## src/rtl/toy_operand_unit_if.sv

```systemverilog
// Decode/writeback-facing bus of the operand unit.
// The decode/writeback side uses master; the unit uses slave.
interface toy_operand_unit_if #(
    parameter int DW  = 32,
    parameter int AW  = 5,
    parameter int NRD = 2
);
    logic [NRD*AW-1:0] RA;
    logic [NRD*DW-1:0] RD;
    logic [NRD-1:0]    SRC_EN;
    logic              ISSUE_VALID;
    logic              ISSUE_WEN;
    logic [AW-1:0]     ISSUE_WA;
    logic              ISSUE_READY;
    logic              WEN;
    logic [AW-1:0]     WA;
    logic [DW-1:0]     DI;
    logic              KILL_VALID;
    logic [AW-1:0]     KILL_WA;
    logic              BUSY;
    logic              ERR;

    modport master (
        output RA, SRC_EN, ISSUE_VALID, ISSUE_WEN, ISSUE_WA, WEN, WA, DI, KILL_VALID, KILL_WA,
        input  RD, ISSUE_READY, BUSY, ERR
    );
    modport slave (
        input  RA, SRC_EN, ISSUE_VALID, ISSUE_WEN, ISSUE_WA, WEN, WA, DI, KILL_VALID, KILL_WA,
        output RD, ISSUE_READY, BUSY, ERR
    );
endinterface

```

## src/rtl/toy_operand_unit.sv

```systemverilog
// Operand supply: multi-port register file with write-first bypass plus a
// per-register pending-write scoreboard that gates issue on RAW/WAW hazards.
module toy_operand_unit #(
    parameter int DW       = 32,
    parameter int AW       = 5,
    parameter int NRD      = 2,
    parameter int CW       = 2,
    parameter int ZERO_EN  = 0,
    parameter int ZERO_REG = 31
) (
    input  logic               CLK,
    input  logic               RSTN,
    toy_operand_unit_if.slave  bus
);
    localparam int            NREG = 1 << AW;
    localparam logic [CW-1:0] CMAX = '1;
    localparam logic [CW-1:0] ONE  = CW'(1);

    logic [DW-1:0]            mem_q [NREG];
    logic [CW-1:0]            cnt_q [NREG];
    logic [CW-1:0]            cnt_d [NREG];
    logic                     err_q, err_d;
    logic [NRD-1:0][DW-1:0]   rd_w;
    logic [NRD-1:0]           src_haz;
    logic                     dst_haz, issue_fire, busy;

    function automatic logic is_zero(input logic [AW-1:0] a);
        return (ZERO_EN != 0) && (a == AW'(ZERO_REG));
    endfunction

    for (genvar i = 0; i < NRD; i++) begin : g_rd
        logic [AW-1:0] ra;
        logic [CW-1:0] c;
        logic          wr_hit;
        assign ra     = bus.RA[i*AW +: AW];
        assign c      = cnt_q[ra];
        assign wr_hit = bus.WEN && (bus.WA == ra);
        assign rd_w[i] = is_zero(ra) ? '0 : (wr_hit ? bus.DI : mem_q[ra]);
        // A writeback landing this cycle retires one pending write; if it was the last, bypass instead of stalling.
        assign src_haz[i] = bus.SRC_EN[i] && (c != '0) && !(wr_hit && c == ONE);
    end

    assign bus.RD      = rd_w;
    assign dst_haz     = bus.ISSUE_WEN && !is_zero(bus.ISSUE_WA) && (cnt_q[bus.ISSUE_WA] == CMAX);
    assign bus.ISSUE_READY = (src_haz == '0) && !dst_haz;
    assign issue_fire  = bus.ISSUE_VALID && bus.ISSUE_READY;
    assign bus.ERR     = err_q;
    assign bus.BUSY    = busy;

    always_comb begin
        err_d = err_q;
        busy  = 1'b0;
        for (int r = 0; r < NREG; r++) begin
            cnt_d[r] = cnt_q[r];
            busy     = busy | (cnt_q[r] != '0);
            if (!is_zero(AW'(r))) begin
                if (bus.WEN && bus.WA == AW'(r)) begin
                    if (cnt_q[r] == '0) err_d = 1'b1;
                    if (cnt_d[r] != '0) cnt_d[r] = cnt_d[r] - ONE;
                end
                if (bus.KILL_VALID && bus.KILL_WA == AW'(r)) begin
                    if (cnt_q[r] == '0) err_d = 1'b1;
                    if (cnt_d[r] != '0) cnt_d[r] = cnt_d[r] - ONE;
                end
                // Increment after decrements: issue is only accepted below saturation, so no wrap.
                if (issue_fire && bus.ISSUE_WEN && bus.ISSUE_WA == AW'(r))
                    cnt_d[r] = cnt_d[r] + ONE;
            end
        end
    end

    always_ff @(posedge CLK or negedge RSTN) begin
        if (!RSTN) begin
            err_q <= 1'b0;
            for (int r = 0; r < NREG; r++) begin
                cnt_q[r] <= '0;
                mem_q[r] <= '0;
            end
        end else begin
            err_q <= err_d;
            for (int r = 0; r < NREG; r++) cnt_q[r] <= cnt_d[r];
            if (bus.WEN && !is_zero(bus.WA)) mem_q[bus.WA] <= bus.DI;
        end
    end
endmodule

```

## src/flat_wrapper.sv

```systemverilog
// flat-port wrapper written by rule: the top's interface ports become plain ports
module toy_operand_unit_flat 
#(
    parameter int DW       = 32,
    parameter int AW       = 5,
    parameter int NRD      = 2,
    parameter int CW       = 2,
    parameter int ZERO_EN  = 0,
    parameter int ZERO_REG = 31
)
  (CLK, RSTN, bus_RA, bus_SRC_EN, bus_ISSUE_VALID, bus_ISSUE_WEN, bus_ISSUE_WA, bus_WEN, bus_WA, bus_DI, bus_KILL_VALID, bus_KILL_WA, bus_RD, bus_ISSUE_READY, bus_BUSY, bus_ERR);
  toy_operand_unit_if #(.DW(DW), .AW(AW), .NRD(NRD)) bus_i ();
  input  logic CLK;
  input  logic RSTN;
  input wire logic [$bits(bus_i.RA)-1:0] bus_RA;
  input wire logic [$bits(bus_i.SRC_EN)-1:0] bus_SRC_EN;
  input wire logic [$bits(bus_i.ISSUE_VALID)-1:0] bus_ISSUE_VALID;
  input wire logic [$bits(bus_i.ISSUE_WEN)-1:0] bus_ISSUE_WEN;
  input wire logic [$bits(bus_i.ISSUE_WA)-1:0] bus_ISSUE_WA;
  input wire logic [$bits(bus_i.WEN)-1:0] bus_WEN;
  input wire logic [$bits(bus_i.WA)-1:0] bus_WA;
  input wire logic [$bits(bus_i.DI)-1:0] bus_DI;
  input wire logic [$bits(bus_i.KILL_VALID)-1:0] bus_KILL_VALID;
  input wire logic [$bits(bus_i.KILL_WA)-1:0] bus_KILL_WA;
  output wire logic [$bits(bus_i.RD)-1:0] bus_RD;
  output wire logic [$bits(bus_i.ISSUE_READY)-1:0] bus_ISSUE_READY;
  output wire logic [$bits(bus_i.BUSY)-1:0] bus_BUSY;
  output wire logic [$bits(bus_i.ERR)-1:0] bus_ERR;
  assign bus_i.RA = bus_RA;
  assign bus_i.SRC_EN = bus_SRC_EN;
  assign bus_i.ISSUE_VALID = bus_ISSUE_VALID;
  assign bus_i.ISSUE_WEN = bus_ISSUE_WEN;
  assign bus_i.ISSUE_WA = bus_ISSUE_WA;
  assign bus_i.WEN = bus_WEN;
  assign bus_i.WA = bus_WA;
  assign bus_i.DI = bus_DI;
  assign bus_i.KILL_VALID = bus_KILL_VALID;
  assign bus_i.KILL_WA = bus_KILL_WA;
  assign bus_RD = bus_i.RD;
  assign bus_ISSUE_READY = bus_i.ISSUE_READY;
  assign bus_BUSY = bus_i.BUSY;
  assign bus_ERR = bus_i.ERR;
  toy_operand_unit #(.DW(DW), .AW(AW), .NRD(NRD), .CW(CW), .ZERO_EN(ZERO_EN), .ZERO_REG(ZERO_REG)) u_core (.CLK(CLK), .RSTN(RSTN), .bus(bus_i));
endmodule
```

## config.mk

```make
export PLATFORM = sky130hd
export DESIGN_NAME = toy_operand_unit_flat
export DESIGN_NICKNAME = d
export VERILOG_FILES = /design/src/rtl/toy_operand_unit_if.sv /design/src/rtl/toy_operand_unit.sv /design/src/flat_wrapper.sv
export SDC_FILE = /design/constraint.sdc
export NUM_CORES = 2
export LEC_CHECK = 0
export CAP_MARGIN = 10
export CORE_UTILIZATION = 25
export DETAILED_ROUTE_END_ITERATION = 10
export GPL_ROUTABILITY_DRIVEN = 0
export SYNTH_ARGS = -nofsm -noshare
export SYNTH_HDL_FRONTEND = slang
export SYNTH_SLANG_ARGS = --single-unit
```

## constraint.sdc

```tcl
create_clock -name CLK -period 6.94 [get_ports CLK]
set_clock_uncertainty 0.1 [all_clocks]
set_input_delay 1.735 -clock CLK [delete_from_list [all_inputs] [get_ports CLK]]
set_output_delay 1.735 -clock CLK [all_outputs]
set_load 0.01 [all_outputs]
```

# Yosys cells after proc, flatten, opt, wreduce, memory -nomap -nowiden
# Index checks and enable logic that the tools add are counted.
# Widths: inputs -> output; s select.
# word_totals
register_bits,1089
out_inout_bits,67
elab_cells,821
# classes
n_addsub,96
magnitude_cmp,5
eq_ne,98
muxes,308
n_bitwise,35
n_reduce_logical,214
# op_table
operator,n
$bwmux 1024,1
$mux 2,166
$bmux 32 s5,2
$eq 5x5->1 const B,48
$mux 32,7
$demux 32 s5,1
$reduce_bool 2->1,66
$mux 1,128
$sub 2x1->2 const B,64
$eq 5x4->1 const B,24
$logic_and 1x1->1,109
$logic_not 2->1,33
$add 2x1->2 const B,32
$eq 5x3->1 const B,12
$or 1x1->1,31
$bmux 2 s5,3
$eq 5x2->1 const B,6
$ge 6x6->1 const B,4
$not 5->6,4
$eq 5x1->1 const B,3
$logic_not 5->1,3
$eq 5x5->1,2
$lt 6x1->1 const B,1
$eq 2x1->1 const B,2
other kinds (2),4

# Logic depth before layout (Yosys ltp)
# depth
ltp_word,129
ltp_mapped,11
mapped_depth_nobuf,8

# Worst setup path after synthesis
# No wires, ideal clock.
# synth_path
kind,in2out
start,in bus_RA[0]
end,out bus_RD[23]
arrival_ns,4.288
required_time_ns,5.105
setup_slack_ns,0.817
stages,8
n_path_buf,4
cell_sequence,buf_4 buf_2 buf_2 buf_1 mux4_2 mux4_2 mux2i_1 o21ai_0
# synth_via
elab_chain_cells,5
elab_cells_between_ends,7
# synth_rtl
element,line,rtl
from (decl),flat_wrapper.sv:15,input wire logic [$bits(bus_i.RA)-1:0] bus_RA;
$not 5->6 (not written as such),toy_operand_unit.sv:38,assign rd_w[i] = is_zero(ra) ? '0 : (wr_hit ? bus.DI : mem_q[ra]);
$bmux 32 s5,toy_operand_unit.sv:38,
$mux 32 (not written as such) (2 in a row),toy_operand_unit.sv:38,
$mux 32 (*),toy_operand_unit.sv:38,
to (decl),flat_wrapper.sv:25,output wire logic [$bits(bus_i.RD)-1:0] bus_RD;
# Every way passes the cells marked *; elsewhere a longest branch is shown, timed or not. The select of a mux whose other input is x is not followed.

# Final worst setup path
# layout_path
start,in bus_WA[1]
end,out bus_ISSUE_READY
# layout_via
elab_chain_cells,7
elab_cells_between_ends,12
# layout_rtl
element,line,rtl
from (decl),flat_wrapper.sv:21,input wire logic [$bits(bus_i.WA)-1:0] bus_WA;
$eq 5x5->1,toy_operand_unit.sv:37,assign wr_hit = bus.WEN && (bus.WA == ra);
$logic_and 1x1->1,toy_operand_unit.sv:37,
$logic_and 1x1->1,toy_operand_unit.sv:40,assign src_haz[i] = bus.SRC_EN[i] && (c != '0) && !(wr_hit && c == ONE);
$logic_not 1->1,toy_operand_unit.sv:40,
$logic_and 1x1->1,toy_operand_unit.sv:40,
$logic_not 2->1 (*),toy_operand_unit.sv:45,assign bus.ISSUE_READY = (src_haz == '0) && !dst_haz;
$logic_and 1x1->1 (*),toy_operand_unit.sv:45,
to (decl),flat_wrapper.sv:26,output wire logic [$bits(bus_i.ISSUE_READY)-1:0] bus_ISSUE_READY;
# Every way passes the cells marked *; elsewhere a longest branch is shown, timed or not.

==> flow_summary.json <==
{
  "status": "completed",
  "seq_area_frac_synth_pct": 44.46,
  "slew_violations": 0,
  "grt_pass1_wl_mm": 295.7,
  "critPathArrivalTime_ns": 5.08,
  "die_height_um": 497.2,
  "synth-compound-area-share_pct": 1.958,
  "syn_area_per_cell_sq_um": 14.74,
  "core-area_sq_mm": 0.2435,
  "cts_root_buffer": "clkbuf_16",
  "wire_per_inst_um": 26.99,
  "cts.clk_slew.worst_paths_ns": 0.05,
  "power.leakage_nw": 29.22,
  "startpoint": "bus_WA[1]",
  "synthMuxAreaShare_pct": 45.50,
  "power_density_mw_per_mm2": 288.8,
  "async_reset_ff_share_pct": 100.0,
  "synth_adder_area_share_pct": 0,
  "synth_seq_cells": 1089,
  "yosys_most_used_dff": "dfrtp_1",
  "worstMarginPinSlew_ns": 1.340,
  "vias": 40060,
  "synth_top_area_share_pct": 44.46,
  "clock_latency_ns": 0.78,
  "cpMostUsedCell": "clkdlybuf4s50_1",
  "cts_hold_buf": 0,
  "fin_crit_sh_pct": 99.67,
  "finalWorstSetupSlack_ns": 0.02310,
  "cp_slowest_stage_delay_ns": 0.62,
  "cts.sinks": 1089,
  "synth_cells": 4159,
  "drv_cap": 0,
  "grt-ovfl-total": 0,
  "cts_setup_buffers": 0,
  "path_cells": "clkdlybuf4s50_1, xor2_1, nor4_1, and3_4, buf_12, a221oi_2, nor3_4, clkdlybuf4s50_1",
  "cts_resized": 0,
  "final_hold_viol_count": 0,
  "endpoint_kind": "output port",
  "path_buf_inv": 3,
  "worstPathRequired_ns": 5.11,
  "die_area_sq_mm": 0.2472,
  "period_minus_slack_ns": 6.917,
  "grt_pass1_vias": 41030,
  "syn_to_final_growth_pct": 17.19,
  "start_util_pct": 25.18,
  "finalSetupViolations": 0,
  "port_buffers": 131,
  "cp-start-kind": "input port",
  "antenna_found_initial": 8,
  "io_pins": 132,
  "yosysTopAreaCell": "dfrtp_1",
  "syn-cell-area_sq_mm": 0.06130,
  "tritoncts": "yes",
  "drive_gt1_share_pct": 50.82,
  "drtIter0Drc": 3991,
  "yosys_warnings": 0,
  "synth_top_family_by_area": "multiplexers",
  "numCtsBuffers": 130,
  "synth-edff-count": 0,
  "ant_nets": 0,
  "relSlewSlack_pct": 10.48,
  "slowest_stage": "clkdlybuf4s50_1",
  "worstSetupPathType": "input port to output port",
  "max_clock_freq_ghz": 0.1446,
  "die_x_um": 497.2,
  "synthesis.nets": 4224,
  "synth_xor_area_share_pct": 1.043,
  "clock_path_buffers": 3,
  "worstHoldStart": "u_core.mem_q[945]",
  "synth_area_leaders": "dfrtp_1 (44%), mux4_2 (25%), mux2_2 (19%)",
  "dp_hpwl_mm": 119.3,
  "drc_errors": 0,
  "vias_per_cell": 5.350,
  "ys_types": 46,
  "rsz0062_at_grt": "false",
  "hp-class": "flip-flop to flip-flop",
  "grt_max_degree": 178,
  "cp_top_family": "buffers and inverters",
  "synthSimpleGateAreaFrac_pct": 4.303,
  "rows": 181,
  "wl_mm": 202.1,
  "dr.pass1.iters": 5,
  "fillers": 24000,
  "r2r-start": "u_core.cnt_q[25]",
  "crit_path_max_fanout": 23,
  "vdd_drop_max_v": 0.0002275,
  "grt_usage_pct": 16.20,
  "pre_cts_ws_ns": 0.1386,
  "htree_levels": 4,
  "final_nets": 4253,
  "finalSetupTns_ns": 0
}
-- flip-flops by register name, indices dropped and copies added, names as in the netlist --
| name | count |
|---|---|
| u_core.mem_q | 1024 |
| u_core.bus.ERR | 1 |
| u_core.cnt_q | 64 |
-- power by group --
group          internal [mW]  switching, mW  leakage (nW)  total [mW]
clock network           4.21           2.86          2.15        7.08
logic                   2.96           1.89          13.1        4.86
registers               7.64           1.17          13.9        8.81
-- kinds of logic after synthesis --
group | Yosys count
AND/OR/NAND/NOR | 547
buffers and inverters | 440
multiplexers | 1794
flip-flops | 1089
AO/OA/AOI/OAI | 216
XOR/XNOR | 73
-- metrics by stage --
step                power (mW)  std cells  utilization [%]  hold WS (ns)  area, sq um
finish                   20.74       7488            29.51        0.4179        71830
global route             21.64       7487            29.50        0.4362        71830
CTS                      20.89       7485            29.50        0.4200        71810
detailed placement       13.74       7257            27.68        0.4067        67400
global placement         13.53       7256            27.68        0.3990        67390
floorplan                11.97       4159                -        0.3911        61300
-- final cells by class --
type | count | area (sq um) | share of cell area (%)
multi-input cells | 2630 | 32610 | 45.40
well taps | 3202 | 4006 | 5.577
clock buffers | 174 | 3711 | 5.166
clock inverters | 54 | 703.2 | 0.9789
diodes | 2 | 5.005 | 0.006967
flip-flops and latches | 1089 | 27250 | 37.94
inverters | 10 | 40.04 | 0.05574
repair buffers | 327 | 3502 | 4.875
-- cells in the final DEF (no fill, tap or decap), types with 19 or more instances in the layout --
master and n:
nand2_1 209, clkinv_2 21, nor3_1 51, clkdlybuf4s50_1 121, o211ai_1 19, o21ai_0 118
nor2_1 66, xnor2_1 44, and3_1 48, buf_12 55, clkbuf_8 25, mux4_2 691
xor2_1 29, clkbuf_16 132, buf_4 142, nor4_1 26, mux2_2 1026, mux2i_1 77
dfrtp_1 1089, nand4_1 33, a21oi_1 45
-- cells in the mapped netlist (2+ instances only) --
library cell / number
o32ai_1: 2
nor4_1: 26
o31ai_1: 9
or2_2: 4
o21ai_0: 118
or4_1: 2
buf_2: 14
nand4b_1: 5
nand4_1: 33
buf_4: 3
inv_1: 9
a22oi_1: 9
o211ai_1: 19
nor2b_1: 14
mux2_2: 1026
and2_1: 16
nor3_1: 53
mux2i_1: 77
and2_0: 2
xnor2_1: 44
nand2_1: 221
nand2b_1: 15
o21ai_1: 9
xor2_1: 29
or3_1: 3
buf_1: 70
mux4_2: 691
clkbuf_1: 343
nand3_1: 14
nor2_1: 83
and3_1: 49
dfrtp_1: 1089
a21oi_1: 45
-- path summary, 6_finish.rpt --
kind | to | slack, ns | cells past startpoint
setup / recovery | bus_ISSUE_READY | 0.02 | 8
hold / removal | u_core.mem_q[945] | 0.42 | 1
setup reg to reg | u_core.cnt_q[32] | 3.29 | 9
hold reg to reg | u_core.mem_q[945] | 0.42 | 1
max in group asynchronous | u_core.mem_q[137] | 4.11 | 2
min in group asynchronous | u_core.cnt_q[38] | 0.95 | 1
-- layer usage --
| metal | GRT usage [%] | routed length, um |
|---|---|---|
| met4 | 5.317 | 6449 |
| met3 | 3.974 | 17220 |
| met2 | 24.70 | 91940 |
| met1 | 22.42 | 86500 |
| met5 | 0 | 23 |
Note: power is estimated with default switching activity, not from simulation.
